**src/rtl/ram_arbiter.sv**
```systemverilog
// Two-master single-port RAM arbiter: IDLE -> XFER -> ACK, one access per 3 cycles.
// Define ARB_ROUND_ROBIN_EN for round-robin arbitration; the default is fixed priority with m1 starvation guard.
module ram_arbiter #(
    parameter int MAX_WAIT = 3
) (
    input  logic       clk,
    input  logic       reset,
    input  logic       m0_req,
    input  logic       m0_we,
    input  logic [7:0] m0_addr,
    input  logic [7:0] m0_wdata,
    output logic       m0_ack,
    output logic [7:0] m0_rdata,
    input  logic       m1_req,
    input  logic       m1_we,
    input  logic [7:0] m1_addr,
    input  logic [7:0] m1_wdata,
    output logic       m1_ack,
    output logic [7:0] m1_rdata,
    output logic [7:0] ram_addr,
    output logic [7:0] ram_wdata,
    output logic       ram_we,
    output logic       ram_re,
    input  logic [7:0] ram_rdata,
    output logic [1:0] owner
);

    typedef enum logic [1:0] {
        IDLE = 2'd0,
        XFER = 2'd1,
        ACK  = 2'd2
    } state_t;

    localparam logic [1:0] OWN_NONE = 2'b00;
    localparam logic [1:0] OWN_M0   = 2'b01;
    localparam logic [1:0] OWN_M1   = 2'b10;

    state_t     state_q, state_d;
    logic [1:0] owner_q, owner_d;
    logic       we_q, we_d;
    logic [7:0] addr_q, addr_d;
    logic [7:0] wdata_q, wdata_d;
    logic [7:0] rdata0_q, rdata0_d;
    logic [7:0] rdata1_q, rdata1_d;
    logic       grant_m1;
    logic       start;

    assign start = (state_q == IDLE) && (m0_req || m1_req);

`ifdef ARB_ROUND_ROBIN_EN
    // ptr_q = 1 means m1 holds priority for the next conflict
    logic ptr_q, ptr_d;

    assign grant_m1 = m1_req && (!m0_req || ptr_q);

    always_comb begin
        ptr_d = ptr_q;
        if (start) begin
            ptr_d = !grant_m1;
        end
    end

    always_ff @(posedge clk or posedge reset) begin
        if (reset) begin
            ptr_q <= 1'b0;
        end else begin
            ptr_q <= ptr_d;
        end
    end
`else
    logic [3:0] wait_q, wait_d;

    assign grant_m1 = m1_req && (!m0_req || (wait_q == 4'(MAX_WAIT)));

    // Count only conflicts m1 lost; an uncontested m0 grant leaves the count alone
    always_comb begin
        wait_d = wait_q;
        if (start) begin
            if (grant_m1) begin
                wait_d = 4'd0;
            end else if (m1_req) begin
                wait_d = wait_q + 4'd1;
            end
        end
    end

    always_ff @(posedge clk or posedge reset) begin
        if (reset) begin
            wait_q <= 4'd0;
        end else begin
            wait_q <= wait_d;
        end
    end
`endif

    always_comb begin
        state_d  = state_q;
        owner_d  = owner_q;
        we_d     = we_q;
        addr_d   = addr_q;
        wdata_d  = wdata_q;
        rdata0_d = rdata0_q;
        rdata1_d = rdata1_q;
        case (state_q)
            IDLE: begin
                if (start) begin
                    state_d = XFER;
                    owner_d = grant_m1 ? OWN_M1 : OWN_M0;
                    we_d    = grant_m1 ? m1_we : m0_we;
                    addr_d  = grant_m1 ? m1_addr : m0_addr;
                    wdata_d = grant_m1 ? m1_wdata : m0_wdata;
                end
            end
            XFER: begin
                state_d = ACK;
                if (!we_q) begin
                    if (owner_q == OWN_M1) begin
                        rdata1_d = ram_rdata;
                    end else begin
                        rdata0_d = ram_rdata;
                    end
                end
            end
            ACK: begin
                state_d = IDLE;
                owner_d = OWN_NONE;
            end
            default: begin
                state_d = IDLE;
                owner_d = OWN_NONE;
            end
        endcase
    end

    always_ff @(posedge clk or posedge reset) begin
        if (reset) begin
            state_q  <= IDLE;
            owner_q  <= OWN_NONE;
            we_q     <= 1'b0;
            addr_q   <= 8'd0;
            wdata_q  <= 8'd0;
            rdata0_q <= 8'd0;
            rdata1_q <= 8'd0;
        end else begin
            state_q  <= state_d;
            owner_q  <= owner_d;
            we_q     <= we_d;
            addr_q   <= addr_d;
            wdata_q  <= wdata_d;
            rdata0_q <= rdata0_d;
            rdata1_q <= rdata1_d;
        end
    end

    assign ram_we    = (state_q == XFER) && we_q;
    assign ram_re    = (state_q == XFER) && !we_q;
    assign ram_addr  = addr_q;
    assign ram_wdata = wdata_q;
    assign m0_ack    = (state_q == ACK) && (owner_q == OWN_M0);
    assign m1_ack    = (state_q == ACK) && (owner_q == OWN_M1);
    assign m0_rdata  = rdata0_q;
    assign m1_rdata  = rdata1_q;
    assign owner     = owner_q;

endmodule

```
**config.mk**
```make
export PLATFORM = sky130hd
export DESIGN_NAME = ram_arbiter
export DESIGN_NICKNAME = d
export VERILOG_FILES = /design/src/rtl/ram_arbiter.sv
export SDC_FILE = /design/constraint.sdc
export NUM_CORES = 1
export LEC_CHECK = 0
export BUFFER_PORTS_ARGS = -buffer_cell sky130_fd_sc_hd__buf_2
export CORE_MARGIN = 4
export CORE_UTILIZATION = 51
export DETAILED_ROUTE_END_ITERATION = 8
export PLACE_DENSITY = 0.85
export SETUP_SLACK_MARGIN = 0.15
export SYNTH_ARGS = -nofsm -noshare
export SYNTH_HDL_FRONTEND = slang
export SYNTH_SLANG_ARGS = --single-unit
```
**constraint.sdc**
```tcl
create_clock -name clk -period 3.1 [get_ports clk]
set_clock_uncertainty 0.2 [all_clocks]
set_input_delay 0.465 -clock clk [delete_from_list [all_inputs] [get_ports clk]]
set_output_delay 0.465 -clock clk [all_outputs]
set_load 0.01 [all_outputs]
```
# After elaboration in Yosys (flattened, before gate mapping)
# Cells that the tools add are included.
totals:
  ff_bits: 41
  wordCells: 45
classes:
  mux: 10
  eq_ne: 6
  bitwise: 3
  n_addsub: 1
  n_reduce_logical: 17
ops:
  columns: ["op", "count"]
  rows:
  - ["$mux 8", 2]
  - ["$mux 4", 2]
  - ["$pmux 2 s2", 2]
  - ["$logic_and 1x1->1", 6]
  - ["$mux 2", 3]
  - ["$reduce_and 2->1", 3]
  - ["$reduce_and 3->1", 2]
  - ["$add 4x1->4 const B", 1]
  - ["$eq 2x1->1 const B", 2]
  - ["$eq 2x2->1 const B", 2]
  - ["$eq 4x2->1 const B", 1]
  - ["$not 1->1", 3]
  - ["$logic_not 1->1", 2]
  - ["$logic_not 2->1", 1]
  - ["$logic_or 1x1->1", 2]
  - ["$ne 2x2->1 const B", 1]
  - ["$reduce_bool 2->1", 1]
  - ["$mux 1", 1]

# Depth between registers and ports, before layout
depth:
  depth_word: 6
  mapped_depth: 6

# Worst setup path after synthesis
# Ideal clock, no wire load.
synth_timing:
  path_kind: "register -> output"
  from: "reg state_q[1]"
  to: "out m1_ack"
  stages_incl_launch_ff: 5
  setup_slack_ns: 1.061
  n_path_buf: 2
  arrival_ns: 1.374
  path_cell_list: "dfrtp_1 > buf_2 > clkinv_1 > clkbuf_1 > nor4_1"
synth_via:
  elab_chain_cells: 2
synth_lines:
  columns: ["item", "line_no", "text"]
  rows:
  - ["from (decl)", "38", "state_t state_q, state_d;"]
  - ["from (signal assigned)", "145", "state_q <= state_d;"]
  - ["$eq 2x2->1", "160", "assign m1_ack = (state_q == ACK) && (owner_q == OWN_M1);"]
  - ["$logic_and 1x1->1", "160", null]
  - ["to (decl)", "18", "output logic m1_ack,"]
# No other way between the ends.

# Final worst setup path
layout_timing:
  from: "reg state_q[1]"
  to: "out m0_ack"
layout_via:
  elab_chain_cells: 2
layout_lines:
  columns: ["item", "line_no", "text"]
  rows:
  - ["$eq 2x2->1", "159", "assign m0_ack = (state_q == ACK) && (owner_q == OWN_M0);"]
  - ["$logic_and 1x1->1", "159", null]
  - ["to (decl)", "12", "output logic m0_ack,"]
# No other way between the ends.

==> flow_summary_export.csv <==
group,metric,value,unit
detailed_routing,vias,1735,
power_and_ir_drop,pwr-share-comb,0.412,
floorplanning,die_h,70.2,um
logic_synthesis,ys_seq_area_frac,0.521,
critical_path,arrival,1.59,ns
global_routing,grt_pass1_vias,1695,
sta,holdWs,0.0239,ns
critical_path,cp-start-kind,"register",
sta,setup_slack,0.847,ns
global_routing,gr-total-overflow,0,
sta,timing.final.crit_share,0.727,
finish,drive_gt1_frac,0.454,
finish,layout_commonest_cell,"buf_2",
floorplanning,initial_utilization,0.534,
detailed_routing,wl_per_cell,15.7,um
critical_path,cp_slowest_cell,"dfrtp_1",
finish,design_area,2520,sq um
flow_run,cap_violations,0,
power_and_ir_drop,p_int,1.54,mW
sta,tns,0,ns
global_routing,antenna_found_initial,0,
finish,fill_cells,294,
clock_network,clock_sinks,41,
clock_network,post-cts-setup-buffer-count,0,
detailed_routing,drt_iter0_markers,65,
power_and_ir_drop,vdd_drop_max,0.000405,V
detailed_routing,ant_nets,0,
detailed_routing,drc,0,
clock_network,clk_path_buf_depth,2,
critical_path,cp_max_fo,9,
power_and_ir_drop,p_total,2.44,mW
global_routing,grt_pass1_wl,8340,um
finish,final_util,0.685,
logic_synthesis,syn-cell-area,1970,sq um
logic_synthesis,yosysUniqueCellTypes,34,
sta,period_minus_slack,2.25,ns
finish,stdcell_count,308,
clock_network,numCtsBuffers,5,
status,status,"finished clean",
detailed_routing,wl,4840,um
sta,rsz0062_at_grt,"false",
power_and_ir_drop,p_switching,902,uW
detailed_routing,drtPass1Iterations,4,
power_and_ir_drop,pwr_density_cell,966,nW/um^2
sta,slew_headroom,0.502,
place,pre_cts_ws,0.911,ns
logic_synthesis,synth-seq-cells,41,
sta,clock.fmax,444,MHz
logic_synthesis,synth_warnings,0,
detailed_routing,drt-vias-per-instance,5.63,
clock_network,htree_levels,2,
clock_network,worstSkewPairLatency,0.29,ns
finish,area_growth,28.1,%
place,dpl_cell_area,2400,sq um
finish,num_antenna_cells,0,
place,dp.cells,300,
floorplanning,fp-row-count,22,
clock_network,ctsHoldBuffers,0,
finish,final_cell_mix,"83 x buf_2, 41 x dfrtp_1, 20 x o211ai_1",
critical_path,r2r_slack,1.11,ns
place,dp.final_hpwl,3580,um
power_and_ir_drop,leakagePower,1.18,nW
place,port_buffers,83,
sta,worstMarginPinSlew,0.743,ns
sta,setup_violations,0,
critical_path,crit_type,"reg2out",
floorplanning,io_pins,84,
critical_path,crit_path_end_kind,"output port",
global_routing,grt_max_degree,26,
min_path,hold_path_class,"in2async",
clock_network,clock-root-buffer,"clkbuf_8",
power_and_ir_drop,clkPwrFrac,0.182,
logic_synthesis,syn_inst,181,
clock_network,cts_tree,"done",
sta,hold_viol,0,
clock_network,cts.clk_slew.worst_paths,0.08,ns
finish,fin_nets,306,
floorplanning,dieArea,4920,sq um
clock_network,cts_resized,0,
power_and_ir_drop,seq_power_share,0.406,
critical_path,cp_slowest_stage_delay,0.56,ns
logic_synthesis,syn_nets,228,
logic_synthesis,postSynthAreaPerCell,10.9,sq um
place,place_congestion,0.882,
floorplanning,die_w,70.2,um
floorplanning,coreArea,3690,sq um
global_routing,grt_usage,0.211,
power_and_ir_drop,swShare,0.370,
critical_path,required,2.43,ns
sta,slew_violations,0,
critical_path,worstPathCellList,"clkinv_1 -> nor4b_1 -> buf_2",
-- sequential cells by signal (all words and copies together) (netlist names) --
register and count:
m0_rdata 8, m1_rdata 8, owner 2, state_q 2, we_q 1, wait_q 4, ram_wdata 8, ram_addr 8
-- path summary, 6_finish.rpt --
| path | start | end | cells after the start |
|---|---|---|---|
| worst max-delay path | state_q[1] | m0_ack | 3 |
| worst min-delay path | reset | m0_rdata[6] | 2 |
| worst max register to register | wait_q[1] | ram_wdata[5] | 4 |
| worst min register to register | m0_rdata[1] | m0_rdata[1] | 1 |
| max in group asynchronous | reset | ram_addr[3] | 3 |
| min in group clk | ram_rdata[5] | m0_rdata[5] | 2 |
-- per-layer routing --
metal	routed length, um	global-route usage
met1	2140	0.293
met2	2180	0.319
met4	69	0.0702
met5	0	0
met3	448	0.0576
-- cell type report --
cell class                      count  area [sq um]  area share
Tap cell                           48          60.1      0.0238
Sequential cell                    41          1030       0.406
Timing Repair Buffer               86           438       0.173
Clock buffer                        6          82.6      0.0327
Multi-Input combinational cell    119           858       0.340
Inverter                            6          22.5     0.00892
Clock inverter                      2          37.5      0.0149
-- cells by family (layout without fill, tap and decap cells) --
| family | Yosys count | after routing | share of synthesized area |
|---|---|---|---|
| compound gates | 63 | 63 | 0.206 |
| flops | 41 | 41 | 0.521 |
| fa+ha+maj | 1 | 1 | 0.00635 |
| mux | 17 | 17 | 0.0971 |
| buf+inv | 21 | 100 | 0.0464 |
| simple gates | 38 | 38 | 0.124 |
-- worst max-delay path: cells and delay by family, from the launching register on --
family	cells	cell delay, ns
buf+inv	2	0.38
flops	1	0.56
simple gates	1	0.35
-- cell usage after synthesis (all sizes together) --
| cell type | n | area share |
|---|---|---|
| dfrtp | 41 | 0.52 |
| o211ai | 20 | 0.076 |
| mux2 | 17 | 0.097 |
| nand3 | 17 | 0.043 |
| a21oi | 16 | 0.041 |
| a31oi | 14 | 0.044 |
| buf | 10 | 0.025 |
| o21ai | 7 | 0.020 |
| clkbuf | 5 | 0.0095 |
| inv | 5 | 0.0095 |
| nand2 | 4 | 0.0089 |
| nor2b | 3 | 0.0095 |
| nor3b | 3 | 0.020 |
| a22o | 2 | 0.0089 |
| nand2b | 2 | 0.0063 |
| nand3b | 2 | 0.0095 |
| and2 | 1 | 0.0032 |
| and3 | 1 | 0.0032 |
| clkinv | 1 | 0.0019 |
| ha | 1 | 0.0063 |
| nand4bb | 1 | 0.0057 |
| nor3 | 1 | 0.0025 |
| nor4 | 1 | 0.0032 |
| nor4b | 1 | 0.0044 |
| o21ba | 1 | 0.0051 |
| o21bai | 1 | 0.0038 |
| o22ai | 1 | 0.0032 |
| o31ai | 1 | 0.0038 |
| or3b | 1 | 0.0044 |
-- power groups by stage --
stage | Clock, mW | Combinational (mW) | Sequential, mW
final | 0.443 | 1.01 | 0.991
after global routing | 0.474 | 1.12 | 1.03
after CTS | 0.452 | 1.02 | 0.989
after detailed placement | 0 | 1.01 | 0.996
after global placement | 0 | 0.990 | 0.984
after floorplan | 0 | 0.550 | 1.06
Power figures use the tool's default switching activity.
